## config.mk

```make
export PLATFORM = sky130hd
export DESIGN_NAME = syscall_ctrl
export DESIGN_NICKNAME = d
export VERILOG_FILES = /design/src/rtl/syscall_pkg.sv /design/src/rtl/syscall_ctrl.sv
export SDC_FILE = /design/constraint.sdc
export NUM_CORES = 1
export LEC_CHECK = 0
export ABC_CLOCK_PERIOD_IN_PS = 4670
export CORE_MARGIN = 2
export CORE_UTILIZATION = 59
export CTS_CLUSTER_SIZE = 12
export DETAILED_ROUTE_END_ITERATION = 8
export DONT_BUFFER_PORTS = 1
export HOLD_SLACK_MARGIN = 0.15
export PLACE_DENSITY_LB_ADDON = 0.12
export SLEW_MARGIN = 20
export SYNTH_ARGS = -nofsm -noshare
export SYNTH_HDL_FRONTEND = slang
export SYNTH_SLANG_ARGS = --single-unit
```

## constraint.sdc

```tcl
create_clock -name clk -period 4.67 [get_ports clk]
set_input_delay 0.467 -clock clk [delete_from_list [all_inputs] [get_ports clk]]
set_output_delay 0.467 -clock clk [all_outputs]
set_load 0.01 [all_outputs]
```

## src/rtl/syscall_pkg.sv

```systemverilog
`default_nettype none
// ============================================================================
//  Module   : syscall_pkg
//  Purpose  : Shared types and constants for the hardware syscall sequencer.
//             Holds the sequencer state encoding, the supported MIPS syscall
//             codes and the big-endian byte-lane extraction helper.
//  Revision : 1.0  initial release
// ============================================================================
package syscall_pkg;

    // Sequencer states
    typedef enum logic [2:0] {
        ST_IDLE      = 3'd0,
        ST_INT_OUT   = 3'd1,
        ST_STR_FETCH = 3'd2,
        ST_STR_EMIT  = 3'd3,
        ST_SBRK_WB   = 3'd4,
        ST_DONE      = 3'd5,
        ST_HALT      = 3'd6
    } state_t;

    // Syscall codes carried in $v0
    localparam logic [31:0] SYS_PRINT_INT = 32'd1;
    localparam logic [31:0] SYS_PRINT_STR = 32'd4;
    localparam logic [31:0] SYS_SBRK      = 32'd9;
    localparam logic [31:0] SYS_EXIT      = 32'd10;

    // Memory words are big-endian: byte offset 0 is the most significant lane.
    function automatic logic [7:0] byte_lane(input logic [31:0] word,
                                             input logic [1:0]  lane);
        logic [7:0] b;
        case (lane)
            2'd0:    b = word[31:24];
            2'd1:    b = word[23:16];
            2'd2:    b = word[15:8];
            default: b = word[7:0];
        endcase
        return b;
    endfunction

endpackage : syscall_pkg
`default_nettype wire

```

## src/rtl/syscall_ctrl.sv

```systemverilog
`default_nettype none
// ============================================================================
//  Module   : syscall_ctrl
//  Purpose  : Synthesizable syscall sequencer for the single-cycle MIPS core.
//             On a decoded syscall it stalls the core and services $v0:
//             print int (1), print string (4), sbrk (9) and exit (10).
//  Ports    :
//    clk, reset          clock; asynchronous active-low reset
//    syscall             controller SysCall decode
//    v0_in, a0_in        $v0 (code) and $a0 (argument) read values
//    stall               freezes PC and register/memory writes of the core
//    rf_we, rf_wdata     $v0 write-back port
//    mem_req, mem_addr   word read request to the data/heap memory arbiter
//    mem_gnt, mem_rdata  grant with same-cycle read data (big-endian)
//    char_*              ASCII character stream (valid/ready)
//    int_*               signed integer stream (valid/ready)
//    heap_ptr            current heap pointer
//    halted              exit syscall executed
//    err                 one-cycle pulse: bad code, sbrk overflow, long string
//  Revision : 1.0  initial release
// ============================================================================
module syscall_ctrl
    import syscall_pkg::*;
#(
    parameter logic [31:0] HEAP_BASE  = 32'h1000_0000,
    parameter logic [31:0] HEAP_LIMIT = 32'h1000_1000,
    parameter int unsigned MAX_STR    = 1024
) (
    input  logic        clk,
    input  logic        reset,
    input  logic        syscall,
    input  logic [31:0] v0_in,
    input  logic [31:0] a0_in,
    output logic        stall,
    output logic        rf_we,
    output logic [31:0] rf_wdata,
    output logic        mem_req,
    output logic [31:0] mem_addr,
    input  logic        mem_gnt,
    input  logic [31:0] mem_rdata,
    output logic        char_valid,
    input  logic        char_ready,
    output logic [7:0]  char_data,
    output logic        int_valid,
    input  logic        int_ready,
    output logic [31:0] int_data,
    output logic [31:0] heap_ptr,
    output logic        halted,
    output logic        err
);

    localparam int unsigned          c_cnt_w   = $clog2(MAX_STR + 1);
    localparam logic [c_cnt_w-1:0]   c_max_str = c_cnt_w'(MAX_STR);

    // ------------------------------------------------------------------
    // State and datapath registers
    // ------------------------------------------------------------------
    state_t               r_state;
    state_t               w_next_state;
    logic [31:0]          r_arg;       // $a0; doubles as the string byte pointer
    logic [31:0]          r_word;      // last fetched string word
    logic [c_cnt_w-1:0]   r_count;     // characters emitted in this call
    logic [31:0]          r_heap_ptr;

    // Datapath control from the FSM
    logic                 w_latch;     // capture $a0 at dispatch
    logic                 w_advance;   // character accepted: step pointer/count
    logic                 w_word_we;   // capture granted read word
    logic                 w_heap_we;   // commit sbrk allocation

    // ------------------------------------------------------------------
    // Combinational helpers
    // ------------------------------------------------------------------
    logic                 w_call;
    logic [7:0]           w_byte;
    logic [c_cnt_w-1:0]   w_count_inc;
    logic [32:0]          w_req;
    logic [33:0]          w_heap_sum;
    logic                 w_sbrk_ok;

    // Hold the IDLE-state stall/err terms quiet while reset is asserted so
    // every output reads zero during reset even if the core keeps decoding
    // a syscall.
    assign w_call      = syscall & reset;
    assign w_byte      = byte_lane(r_word, r_arg[1:0]);
    assign w_count_inc = r_count + 1'b1;

    // Request rounded up to a word multiple; the carry out of a0+3 is kept
    // so a huge a0 cannot wrap to a small allocation.
    assign w_req       = ({1'b0, r_arg} + 33'd3) & ~33'd3;
    assign w_heap_sum  = {2'b00, r_heap_ptr} + {1'b0, w_req};
    assign w_sbrk_ok   = (w_heap_sum <= {2'b00, HEAP_LIMIT});

    assign heap_ptr    = r_heap_ptr;

    // ------------------------------------------------------------------
    // State register
    // ------------------------------------------------------------------
    always_ff @(posedge clk or negedge reset) begin
        if (!reset) begin
            r_state <= ST_IDLE;
        end else begin
            r_state <= w_next_state;
        end
    end

    // ------------------------------------------------------------------
    // Next-state and output logic
    // ------------------------------------------------------------------
    always_comb begin
        w_next_state = r_state;
        stall        = 1'b0;
        rf_we        = 1'b0;
        rf_wdata     = 32'd0;
        mem_req      = 1'b0;
        mem_addr     = 32'd0;
        char_valid   = 1'b0;
        char_data    = 8'd0;
        int_valid    = 1'b0;
        int_data     = 32'd0;
        halted       = 1'b0;
        err          = 1'b0;
        w_latch      = 1'b0;
        w_advance    = 1'b0;
        w_word_we    = 1'b0;
        w_heap_we    = 1'b0;

        case (r_state)
            ST_IDLE: begin
                if (w_call) begin
                    // Stall must rise in the same cycle the syscall is decoded.
                    stall   = 1'b1;
                    w_latch = 1'b1;
                    case (v0_in)
                        SYS_PRINT_INT: w_next_state = ST_INT_OUT;
                        SYS_PRINT_STR: w_next_state = ST_STR_FETCH;
                        SYS_SBRK:      w_next_state = ST_SBRK_WB;
                        SYS_EXIT:      w_next_state = ST_HALT;
                        default: begin
                            err          = 1'b1;
                            w_next_state = ST_DONE;
                        end
                    endcase
                end
            end

            ST_INT_OUT: begin
                stall     = 1'b1;
                int_valid = 1'b1;
                int_data  = r_arg;
                if (int_ready) begin
                    w_next_state = ST_DONE;
                end
            end

            ST_STR_FETCH: begin
                stall    = 1'b1;
                mem_req  = 1'b1;
                mem_addr = {r_arg[31:2], 2'b00};
                if (mem_gnt) begin
                    w_word_we    = 1'b1;
                    w_next_state = ST_STR_EMIT;
                end
            end

            ST_STR_EMIT: begin
                stall = 1'b1;
                if (w_byte == 8'd0) begin
                    // Terminating NUL is consumed, never emitted.
                    w_next_state = ST_DONE;
                end else begin
                    char_valid = 1'b1;
                    char_data  = w_byte;
                    if (char_ready) begin
                        w_advance = 1'b1;
                        if (w_count_inc == c_max_str) begin
                            err          = 1'b1;
                            w_next_state = ST_DONE;
                        end else if (r_arg[1:0] == 2'b11) begin
                            // Pointer crosses into the next word.
                            w_next_state = ST_STR_FETCH;
                        end
                    end
                end
            end

            ST_SBRK_WB: begin
                stall        = 1'b1;
                rf_we        = 1'b1;
                w_next_state = ST_DONE;
                if (w_sbrk_ok) begin
                    rf_wdata  = r_heap_ptr;
                    w_heap_we = 1'b1;
                end else begin
                    rf_wdata  = 32'hFFFF_FFFF;
                    err       = 1'b1;
                end
            end

            ST_DONE: begin
                // Stall released so the syscall instruction retires at this
                // edge; the still-asserted decode is deliberately ignored.
                w_next_state = ST_IDLE;
            end

            ST_HALT: begin
                stall  = 1'b1;
                halted = 1'b1;
            end

            default: begin
                w_next_state = ST_IDLE;
            end
        endcase
    end

    // ------------------------------------------------------------------
    // Datapath registers
    // ------------------------------------------------------------------
    always_ff @(posedge clk or negedge reset) begin
        if (!reset) begin
            r_arg      <= 32'd0;
            r_word     <= 32'd0;
            r_count    <= '0;
            r_heap_ptr <= HEAP_BASE;
        end else begin
            if (w_latch) begin
                r_arg   <= a0_in;
                r_count <= '0;
            end else if (w_advance) begin
                r_arg   <= r_arg + 32'd1;
                r_count <= w_count_inc;
            end
            if (w_word_we) begin
                r_word <= mem_rdata;
            end
            if (w_heap_we) begin
                r_heap_ptr <= w_heap_sum[31:0];
            end
        end
    end

endmodule : syscall_ctrl
`default_nettype wire

```

==> results.py, run 1 <==
metrics = {
    "yosys": {
        "syn_inst": 1042,
        "ys_ff_latch": 108,
        "synthFlopType": "dfrtp_1",
        "syn_area_per_cell_um2": 8.421,
        "ys_seq_area_share_pct": 30.81,
        "yosysWarnings": 0,
        "syn-cell-area_mm2": 0.008775,
        "ys_types": 74,
        "synthArstFlopShare_pct": 100.0,
        "synth_edf_count": 0,
    },
    "timing": {
        "setup_viol": 61,
        "max_freq_mhz": 190.9,
        "rsz0062_at_grt": "true",
        "fin_tns_setup_ns": -25.25,
        "clock_skew_ns": 0.009087,
        "fin_crit_sh_pct": 112.2,
        "tightestPinTransition_ns": 0.9783,
        "hold_viol_final": 0,
        "period_minus_slack_ns": 5.239,
        "whs_ns": 0.2097,
        "slew_headroom_pct": 34.62,
        "slew_violations": 0,
        "setup_ws_ns": -0.5686,
    },
    "power_and_ir_drop": {
        "power.density_mw_per_mm2": 816.2,
        "p_seq_share_pct": 19.0,
        "p_int_uw": 4523,
        "switching_share_pct": 48.10,
        "p_clk_share_pct": 9.1,
        "p_switching_uw": 4191,
        "p_leak_uw": 0.004785,
        "vdd_ir_drop_max_mv": 0.4570,
        "comb_power_share_pct": 71.9,
    },
    "layout": {
        "final_nets": 1275,
        "mostFrequentLayoutCells": "buf_4 (147), nand2_1 (110), dfrtp_1 (104)",
        "area_growth_pct": 21.67,
        "n_fill_cell": 1145,
        "drive_gt1_share_pct": 27.63,
        "final_common_cell": "buf_4",
        "insertedDiodeCount": 0,
    },
    "floorplan": {
        "dieArea_mm2": 0.01586,
        "start_util_pct": 60.37,
        "fp.dieW_um": 126.0,
        "die_h_um": 126.0,
        "rows": 44,
        "num_io_pins": 245,
        "coreArea_mm2": 0.01453,
    },
    "status": {
        "violations": "setup timing",
        "outcome": "complete, but fails checks",
    },
    "drt": {
        "initialDrtViolationCount": 494,
        "viasPerCell": 6.067,
        "dr.pass1.iters": 5,
        "vias": 8033,
        "drc_errors": 0,
        "routed_wl_mm": 26.34,
        "ant_nets": 0,
        "avgRoutedWirePerCell_um": 19.90,
    },
    "worst_setup_path": {
        "path_class": "reg -> out",
        "crit_required_ns": 4.20,
        "arrival_ns": 4.77,
        "cp_max_fo": 8,
        "cp-end-kind": "output port",
        "startpoint_type": "flop",
    },
    "clock_network": {
        "cts_tree": "done",
        "htree_levels": 3,
        "cts_buffers": 9,
        "root_buffer": "clkbuf_16",
        "clk_pin_slew_ns": 0.08,
        "clk_path_buf_depth": 2,
        "clock_sinks": 108,
        "clock_latency_ns": 0.37,
    },
    "global_routing": {
        "grt_usage_pct": 32.10,
        "grt_overflow_total": 0,
        "grt_max_degree": 109,
        "grt_pass1_wl_mm": 40.63,
        "antenna_found_initial": 0,
        "grt_pass1_vias": 7857,
    },
    "place": {
        "gp_congestion": 0.9241,
        "hpwl_mm": 19.62,
        "io_buffers": 0,
    },
    "min_path": {
        "hold_class": "in -> reg",
    },
    "flow_run": {
        "drv_cap": 0,
    },
}
## layer usage
| metal | vias up | part of all wire (%) | wire, um | track usage, % |
|---|---|---|---|---|
| met3 | 55 | 7.4 | 1957 | 8.921 |
| met1 | 3794 | 41 | 10900 | 40.66 |
| li1 | 3895 | - | - | - |
| met5 | - | 0 | 0 | 0 |
| met2 | 289 | 48 | 12530 | 52.47 |
| met4 | 0 | 3.6 | 955 | 12.09 |
## cell type report
| cell class | count | area, um2 | area share (%) |
|---|---|---|---|
| flip-flops and latches | 108 | 2708 | 25.36 |
| clock buffers | 9 | 225.2 | 2.109 |
| clock inverters | 7 | 73.82 | 0.6914 |
| well taps | 184 | 230.2 | 2.156 |
| repair buffers | 159 | 1314 | 12.31 |
| multi-input cells | 838 | 6055 | 56.71 |
| inverters | 19 | 71.32 | 0.6680 |
## worst paths after layout
| path | cells past startpoint | slack, ns | to | startpoint |
|---|---|---|---|---|
| max in group asynchronous | 2 | 3.56 | r_arg[17] | reset |
| hold reg to reg | 1 | 0.51 | r_word[0] | r_word[0] |
| setup reg to reg | 25 | -0.35 | heap_ptr[24] | r_arg[1] |
| hold / removal | 2 | 0.21 | r_arg[28] | a0_in[28] |
| min in group asynchronous | 2 | 0.69 | r_word[26] | reset |
| setup / recovery | 20 | -0.57 | err | r_arg[1] |
## sequential cells by signal, indices dropped and copies added (netlist names)
signal	flops
r_word	32
heap_ptr	30
r_state	3
r_count	11
r_arg	32
## timing repair
item | CTS | global route
endpoints found under the setup margin | 57 | 63
hold buffers | 2 | 0
gates resized for setup | 20 | 56
hold endpoints to repair | 108 | 0
gates cloned | 2 | 3
pin swaps | 9 | 19
setup buffers | 6 | 6
## power by group through the flow
| stage | clock (uW) | combinational (uW) | sequential [uW] |
|---|---|---|---|
| 6_report | 794 | 6270 | 1650 |
| 4_1_cts | 813 | 5650 | 1630 |
| 3_3_place_gp | 0 | 5320 | 1640 |
| 3_5_place_dp | 0 | 5380 | 1650 |
| 5_1_grt | 839 | 6730 | 1700 |
| 2_1_floorplan | 0 | 3600 | 1470 |
## cells by family after synthesis
group                    share of synthesized area, %
AND/OR/NAND/NOR                                 23.40
AO/OA/AOI/OAI                                   17.38
flip-flops                                      30.81
buffers and inverters                           5.319
XOR/XNOR                                        9.383
multiplexers                                    8.156
adder cells (fa/ha/maj)                         5.504
other                                         0.04274
## worst max-delay path, cell delays in order (launching register included)
cell and delay, ns:
dfrtp_1 0.37, inv_2 0.06, ha_4 0.16, nor4bb_4 0.30, and2_4 0.21, nand3_4 0.10
nor2_4 0.15, nand3_2 0.12, xnor2_2 0.16, ha_1 0.36, buf_6 0.15, nand3_4 0.06
o22ai_4 0.07, o41ai_4 0.36, buf_4 0.19, o41ai_4 0.07, xor2_1 0.17, or4_4 0.58
o21ai_4 0.21, nand2_8 0.14, a221o_1 0.39
## synthesized netlist by cell type (all sizes together) (3+ instances only)
cell type,number,share of area [%]
o211ai,4,0.34
a22oi,3,0.26
clkbuf,55,2.4
nor3,18,1.0
nor4,18,1.4
a211oi,5,0.43
mux2i,4,0.46
nor2b,12,0.88
or3,6,0.43
o21a,32,2.7
nand2b,7,0.50
a31oi,9,0.64
xnor2,50,5.0
nand2,114,4.9
nor3b,4,0.34
a21o,11,0.94
o31ai,5,0.43
o22ai,4,0.29
mux2,55,7.7
a21oi,55,3.3
o22a,3,0.30
and3,45,3.2
nand3,23,1.3
nand4,26,1.9
a222oi,5,0.57
nor2,85,3.6
a2111oi,3,0.38
dfrtp,107,31
or2,5,0.36
o21ai,63,3.6
o41ai,6,0.68
inv,19,0.81
and2,39,2.8
ha,37,5.3
buf,25,2.2
o2111ai,3,0.30
a21boi,3,0.26
xor2,44,4.4
## metrics by stage
step / std cells / area [um2] / util, % / worst slack [ns] / power, uW
6_report: 1324 / 10680 / 73.46 / -0.5686 / 8715
2_1_floorplan: 1045 / 8875 / - / 0.002931 / 5071
3_3_place_gp: 1289 / 9773 / 67.24 / -0.1440 / 6957
4_1_cts: 1315 / 10300 / 70.89 / -0.4470 / 8093
3_5_place_dp: 1289 / 9773 / 67.24 / -0.2022 / 7032
5_1_grt: 1324 / 10680 / 73.46 / -0.7050 / 9267
Note: power is estimated with default switching activity, not from simulation.
==> run 2, diff against run 1 <==
--- a/config.mk
+++ b/config.mk
@@ -5,9 +5,9 @@
 export SDC_FILE = /design/constraint.sdc
 export NUM_CORES = 1
 export LEC_CHECK = 0
-export ABC_CLOCK_PERIOD_IN_PS = 4670
+export ABC_CLOCK_PERIOD_IN_PS = 5550
 export CORE_MARGIN = 2
-export CORE_UTILIZATION = 59
+export CORE_UTILIZATION = 60
 export CTS_CLUSTER_SIZE = 12
 export DETAILED_ROUTE_END_ITERATION = 8
 export DONT_BUFFER_PORTS = 1
==> constraint.sdc (replaced) <==
create_clock -name clk -period 5.55 [get_ports clk]
set_input_delay 0.555 -clock clk [delete_from_list [all_inputs] [get_ports clk]]
set_output_delay 0.555 -clock clk [all_outputs]
set_load 0.01 [all_outputs]
==> run 2 against run 1 <==
Effect of this change: the run now ends clean; die area down 1.6%; sequential power down 11%; critical path depth down 1; clock skew grew 0.0036 ns.
==> results.py, run 2 (synthesis gave the netlist of run 1 again) <==
metrics = {
    "timing": {
        "setup_viol": 0,
        "period_minus_slack_ns": 5.534,
        "tightestPinTransition_ns": 0.8630,
        "clock_skew_ns": 0.01271,
        "slew_violations": 0,
        "max_freq_mhz": 180.7,
        "slew_headroom_pct": 41.73,
        "fin_tns_setup_ns": 0,
        "fin_crit_sh_pct": 99.71,
        "setup_ws_ns": 0.01596,
        "hold_viol_final": 0,
    },
    "layout": {
        "postLayoutCellArea_mm2": 0.009661,
        "mostFrequentLayoutCells": "nand2_1 (112), dfrtp_1 (102), nor2_1 (77)",
        "area_growth_pct": 10.10,
        "insertedDiodeCount": 0,
        "final_common_cell": "nand2_1",
        "post-route-util_pct": 66.98,
        "drive_gt1_share_pct": 18.32,
        "n_fill_cell": 1224,
        "final_nets": 1161,
    },
    "worst_setup_path": {
        "r2r_slack_ns": 0.44,
        "path_class": "reg -> out",
        "reg2regPathDepth": 21,
        "startpoint_type": "flop",
        "r2r-end": "heap_ptr[2]",
        "cp_max_fo": 7,
        "cp-end-kind": "output port",
        "crit_required_ns": 4.99,
        "rr_startpoint": "r_arg[0]",
        "arrival_ns": 4.98,
        "crit_start": "r_arg[0]",
        "cp-endpoint": "err",
    },
    "drt": {
        "ant_nets": 0,
        "drc_errors": 0,
        "dr.pass1.iters": 9,
        "initialDrtViolationCount": 664,
        "vias": 7618,
        "avgRoutedWirePerCell_um": 20.40,
        "viasPerCell": 6.296,
        "routed_wl_mm": 24.68,
    },
    "clock_network": {
        "clk_path_buf_depth": 2,
        "clock_sinks": 108,
        "cts_buffers": 9,
        "cts_tree": "done",
        "htree_levels": 3,
        "clk_pin_slew_ns": 0.09,
        "root_buffer": "clkbuf_16",
        "clock_latency_ns": 0.37,
    },
    "floorplan": {
        "num_io_pins": 245,
        "start_util_pct": 60.83,
        "coreArea_mm2": 0.01442,
        "rows": 44,
        "dieArea_mm2": 0.01561,
        "die_h_um": 124.9,
        "fp.dieW_um": 124.9,
    },
    "power_and_ir_drop": {
        "p_clk_share_pct": 11.2,
        "power.density_mw_per_mm2": 635.1,
        "vdd_ir_drop_max_mv": 0.2847,
        "p_switching_uw": 3168,
        "comb_power_share_pct": 64.9,
        "p_total_uw": 6135,
        "p_leak_uw": 0.004156,
        "p_seq_share_pct": 23.9,
        "switching_share_pct": 51.64,
        "p_int_uw": 2967,
    },
    "place": {
        "hpwl_mm": 18.10,
        "dpl_cell_area_mm2": 0.008845,
        "pre_cts_ws_ns": 0.07345,
        "io_buffers": 0,
        "gp_congestion": 0.9046,
    },
    "global_routing": {
        "grt_pass1_wl_mm": 38.38,
        "antenna_found_initial": 1,
        "grt_pass1_vias": 7244,
        "grt_max_degree": 109,
        "grt_usage_pct": 30.27,
        "grt_overflow_total": 0,
    },
    "status": {
        "outcome": "completed",
    },
    "min_path": {
        "hold_class": "in -> reg",
    },
    "flow_run": {
        "drv_cap": 0,
    },
}
[run 2: cell types whose count changed in the layout (fill, tap and decap cells not counted), moves of 4 or more]
cell / before / now
a21oi_2: 11 / 6
o21ai_2: 5 / 1
buf_4: 147 / 40
a21oi_1: 41 / 46
ha_1: 30 / 26
[run 2: worst min-delay path by stage]
stage / startpoint / end / slack [ns] / depth (start not counted)
2_1_floorplan: reset / heap_ptr[10] / 0.26 / 0
3_3_place_gp: reset / r_word[26] / 0.26 / 0
3_5_place_dp: reset / r_word[26] / 0.26 / 0
4_1_cts: a0_in[18] / r_arg[18] / 0.29 / 2
5_1_grt: a0_in[24] / r_arg[24] / 0.31 / 2
6_report: a0_in[18] / r_arg[18] / 0.29 / 2
[run 2: routing by layer]
metal / share of wire (%) / vias up / GRT usage [%] / wire length, um
li1: - / 3648 / - / -
met1: 42 / 3658 / 39.55 / 10270
met2: 49 / 283 / 50.34 / 12050
met3: 7.9 / 29 / 7.916 / 1961
met4: 1.6 / 0 / 7.908 / 391
met5: 0 / - / 0 / 0
[run 2: repair_timing]
item                       4_1_cts  5_1_grt
setup endpoints to repair       33       33
buffers inserted                 3       14
resized for setup               25       53
hold buffers                     2        0
hold endpoints to repair       108        0
pin swaps                        8       20
[run 2: through the flow]
stage,cells,hold WS (ns)
after floorplan,1045,0.2594
after global placement,1175,0.2609
after detailed placement,1175,0.2607
after CTS,1196,0.2939
after global routing,1210,0.3092
final,1210,0.2916
[run 2: power groups by stage]
stage               clock network (uW)  registers, uW  logic, uW
floorplan                            0           1230       2950
global placement                     0           1460       3470
detailed placement                   0           1460       3500
CTS                                697           1440       3660
global route                       718           1500       4350
finish                             685           1470       3980
[run 2: cell type report]
cell class                 count  area (um2)  area share [%]
timing repair buffer          45       389.1           4.028
sequential                   108        2710           28.05
clock buffer                   9       225.2           2.331
tap                          184       230.2           2.383
inverter                      19       71.32          0.7382
multi-input combinational    838        5946           61.55
clock inverter                 7       88.84          0.9196
[run 2: worst max-delay path: stages, from the launching register on]
cell	delay [ns]
dfrtp_1	0.37
inv_2	0.07
ha_4	0.18
nor4bb_4	0.31
and2_4	0.20
nand3_2	0.11
buf_4	0.17
or3_4	0.36
xnor2_4	0.16
ha_4	0.32
nand2_1	0.08
o21ai_0	0.38
o21ai_0	0.19
nand2_1	0.15
a21oi_4	0.06
xnor2_1	0.19
or4_4	0.58
o21ai_4	0.19
nand2_4	0.12
a221o_1	0.43
==> run 3, diff against run 2 <==
--- a/config.mk
+++ b/config.mk
@@ -5,7 +5,9 @@
 export SDC_FILE = /design/constraint.sdc
 export NUM_CORES = 1
 export LEC_CHECK = 0
+export ABC_AREA = 1
 export ABC_CLOCK_PERIOD_IN_PS = 5550
+export CORE_ASPECT_RATIO = 2
 export CORE_MARGIN = 2
 export CORE_UTILIZATION = 60
 export CTS_CLUSTER_SIZE = 12
==> run 3 against run 2 <==
Effect of this change: final area is 3.9% higher; sequential power is 11% lower; setup slack better by 0.27 ns; non-clock buffer count is 9 lower; clock skew is 0.0011 ns lower; register-to-register slack better by 0.31 ns; critical endpoint is now rf_wdata[9]; largest power group unchanged; highest routed layer unchanged.
==> results.py, run 3 <==
metrics = {
    "clock_network": {
        "cts_buffers": 9,
        "clk_pin_slew_ns": 0.08,
        "clk_path_buf_depth": 2,
        "htree_levels": 3,
        "cts_tree": "done",
        "root_buffer": "clkbuf_16",
        "clock_sinks": 108,
        "clock_latency_ns": 0.37,
    },
    "yosys": {
        "syn-cell-area_mm2": 0.009415,
        "synth_edf_count": 0,
        "synthFlopType": "dfrtp_1",
        "yosysWarnings": 0,
        "ys_types": 47,
        "synthMostInstantiatedCell": "nand2_1",
        "syn_inst": 1456,
        "synthTopCellsByCount": "nand2_1 (466), inv_1 (193), nor2_1 (190)",
        "synthArstFlopShare_pct": 100.0,
        "synth_top_area_share_pct": 28.44,
        "syn_area_per_cell_um2": 6.467,
        "synthTopCellsByArea": "dfrtp_1 (28%), nand2_1 (19%), inv_1 (7.7%), nor2_1 (7.6%), xor2_1 (5.2%)",
        "synth_area_leader_cell": "dfrtp_1",
        "ys_seq_area_share_pct": 28.72,
        "ys_ff_latch": 108,
    },
    "min_path": {
        "hold_depth": 1,
        "hold_class": "in -> reg",
        "whs_endpoint": "r_word[18]",
        "min_from": "mem_rdata[18]",
    },
    "global_routing": {
        "grt_pass1_wl_mm": 48.60,
        "grt_usage_pct": 37.84,
        "antenna_found_initial": 0,
        "grt_max_degree": 109,
        "grt_overflow_total": 0,
        "grt_pass1_vias": 9588,
    },
    "power_and_ir_drop": {
        "comb_power_share_pct": 65.1,
        "p_switching_uw": 3280,
        "p_seq_share_pct": 22.6,
        "power.density_mw_per_mm2": 574.7,
        "switching_share_pct": 56.84,
        "p_leak_uw": 0.005419,
        "vdd_ir_drop_max_mv": 0.2681,
        "p_total_uw": 5770,
        "p_int_uw": 2490,
        "p_clk_share_pct": 12.2,
    },
    "timing": {
        "tightestPinTransition_ns": 1.121,
        "slew_violations": 0,
        "fin_tns_setup_ns": 0,
        "hold_viol_final": 0,
        "period_minus_slack_ns": 5.261,
        "clock_skew_ns": 0.01157,
        "rsz0062_at_grt": "false",
        "max_freq_mhz": 190.1,
        "fin_crit_sh_pct": 94.79,
        "setup_viol": 0,
        "slew_headroom_pct": 25.21,
    },
    "worst_setup_path": {
        "rr_startpoint": "r_arg[7]",
        "arrival_ns": 4.71,
        "path_class": "reg -> out",
        "cp-end-kind": "output port",
        "startpoint_type": "flop",
        "reg2regPathDepth": 22,
        "cp_max_fo": 32,
        "r2r_slack_ns": 0.75,
        "r2r-end": "heap_ptr[20]",
        "crit_required_ns": 4.99,
    },
    "status": {
        "outcome": "completed",
    },
    "layout": {
        "multiInputGateArea_mm2": 0.005722,
        "n_fill_cell": 1484,
        "final_common_cell": "nand2_1",
        "drive_gt1_share_pct": 7.676,
        "insertedDiodeCount": 0,
        "final_nets": 1594,
        "postLayoutCellArea_mm2": 0.01004,
        "seqCellArea_mm2": 0.002704,
        "mostFrequentLayoutCells": "nand2_1 (465), inv_1 (192), nor2_1 (187)",
        "area_growth_pct": 6.631,
    },
    "place": {
        "dpl_cell_area_mm2": 0.009673,
        "gp_congestion": 1.076,
        "io_buffers": 0,
        "hpwl_mm": 25.34,
    },
    "drt": {
        "routed_wl_mm": 31.55,
        "vias": 9639,
        "drc_errors": 0,
        "avgRoutedWirePerCell_um": 19.04,
        "ant_nets": 0,
        "viasPerCell": 5.817,
        "initialDrtViolationCount": 403,
        "dr.pass1.iters": 5,
    },
    "flow_run": {
        "drv_cap": 0,
    },
    "floorplan": {
        "dieArea_mm2": 0.01677,
        "start_util_pct": 61.56,
        "die_h_um": 181.2,
        "coreArea_mm2": 0.01529,
        "num_io_pins": 245,
        "rows": 64,
        "fp.dieW_um": 92.58,
    },
}
run 3: cell types whose count changed in the layout (fill, tap and decap cells not counted), moves of 18 or more:
| cell | change |
|---|---|
| nand2_1 | +353 |
| inv_1 | +176 |
| nor2_1 | +110 |
| and3_1 | -43 |
| xnor2_1 | -41 |
| nand3_1 | +36 |
| and2_1 | -35 |
| o21a_1 | -31 |
| a21oi_1 | -20 |
| nor3_1 | +18 |
run 3: through the flow:
stage          hold WS [ns]  std cells  util (%)  worst slack [ns]
6_report             0.3229       1657     65.64            0.2889
3_3_place_gp         0.2621       1639     63.24            0.8303
4_1_cts              0.1504       1656     65.49            0.3625
3_5_place_dp         0.2616       1639     63.24            0.7698
2_1_floorplan        0.2594       1459         -             1.550
5_1_grt              0.3197       1657     65.64           0.02581
run 3: cells by family after synthesis:
family	count (synthesis)	share of synthesized area (%)
adder cells (fa/ha/maj)	38	5.130
XOR/XNOR	63	5.860
flip-flops	108	28.72
multiplexers	32	3.827
other	1	0.03983
AND/OR/NAND/NOR	827	37.06
AO/OA/AOI/OAI	134	8.492
buffers and inverters	253	10.87
run 3: critical path, cell delays in order, from the launching register on:
cell and delay (ns):
dfrtp_1 0.47, nand2_1 0.18, nor2_1 0.19, inv_1 0.10, a2111oi_0 0.42, buf_4 0.25, xor2_1 0.28, ha_1 0.34
nand2_1 0.13, inv_1 0.06, a21oi_1 0.13, nand2_1 0.21, xor2_1 0.26, nand3_1 0.11, nor2_1 0.25, nand3_1 0.12
nand2_1 0.09, nand3_1 0.06, nand2_1 0.08, nand2_1 0.05, nand2_1 0.06, buf_6 0.26, nand2_1 0.09, buf_4 0.15
run 3: routing by layer:
layer / vias to the layer above / routed length, um / GRT usage, %
met1: 4445 / 10260 / 35.53
met5: - / 0 / 0
met2: 424 / 16810 / 70.04
met4: 0 / 2625 / 28.48
li1: 4629 / - / -
met3: 141 / 1849 / 7.089
run 3: timing repair:
item / 4_1_cts / 5_1_grt
hold buffers: 1 / 1
endpoints found under the setup margin: 0 / 23
buffers inserted: 0 / 0
hold endpoints to repair: 108 / 15
resized for setup: 0 / 4
run 3: power by group through the flow:
stage	Clock, uW	Combinational (uW)	Sequential [uW]
finish	706	3760	1310
global route	733	4160	1340
CTS	710	3700	1300
detailed placement	0	3670	1320
global placement	0	3640	1310
floorplan	0	2700	1210
run 3: how the worst max path moves through the flow:
| stage | start | to | slack, ns | cells after the start |
|---|---|---|---|---|
| 6_report | r_arg[7] | rf_wdata[9] | 0.29 | 23 |
| 5_1_grt | r_arg[0] | rf_wdata[5] | 0.03 | 28 |
| 4_1_cts | r_arg[0] | rf_wdata[11] | 0.36 | 26 |
| 3_5_place_dp | r_arg[0] | rf_wdata[11] | 0.77 | 26 |
| 3_3_place_gp | r_arg[0] | rf_wdata[3] | 0.83 | 28 |
| 2_1_floorplan | r_arg[0] | rf_wdata[1] | 1.55 | 28 |
run 3: area by class of cell:
class                   count  area share, %
inverters                 201          7.515
clock buffers               9          2.243
multi-input cells        1098          56.99
well taps                 198          2.468
clock inverters             7         0.8973
repair buffers             36          2.954
flip-flops and latches    108          26.93
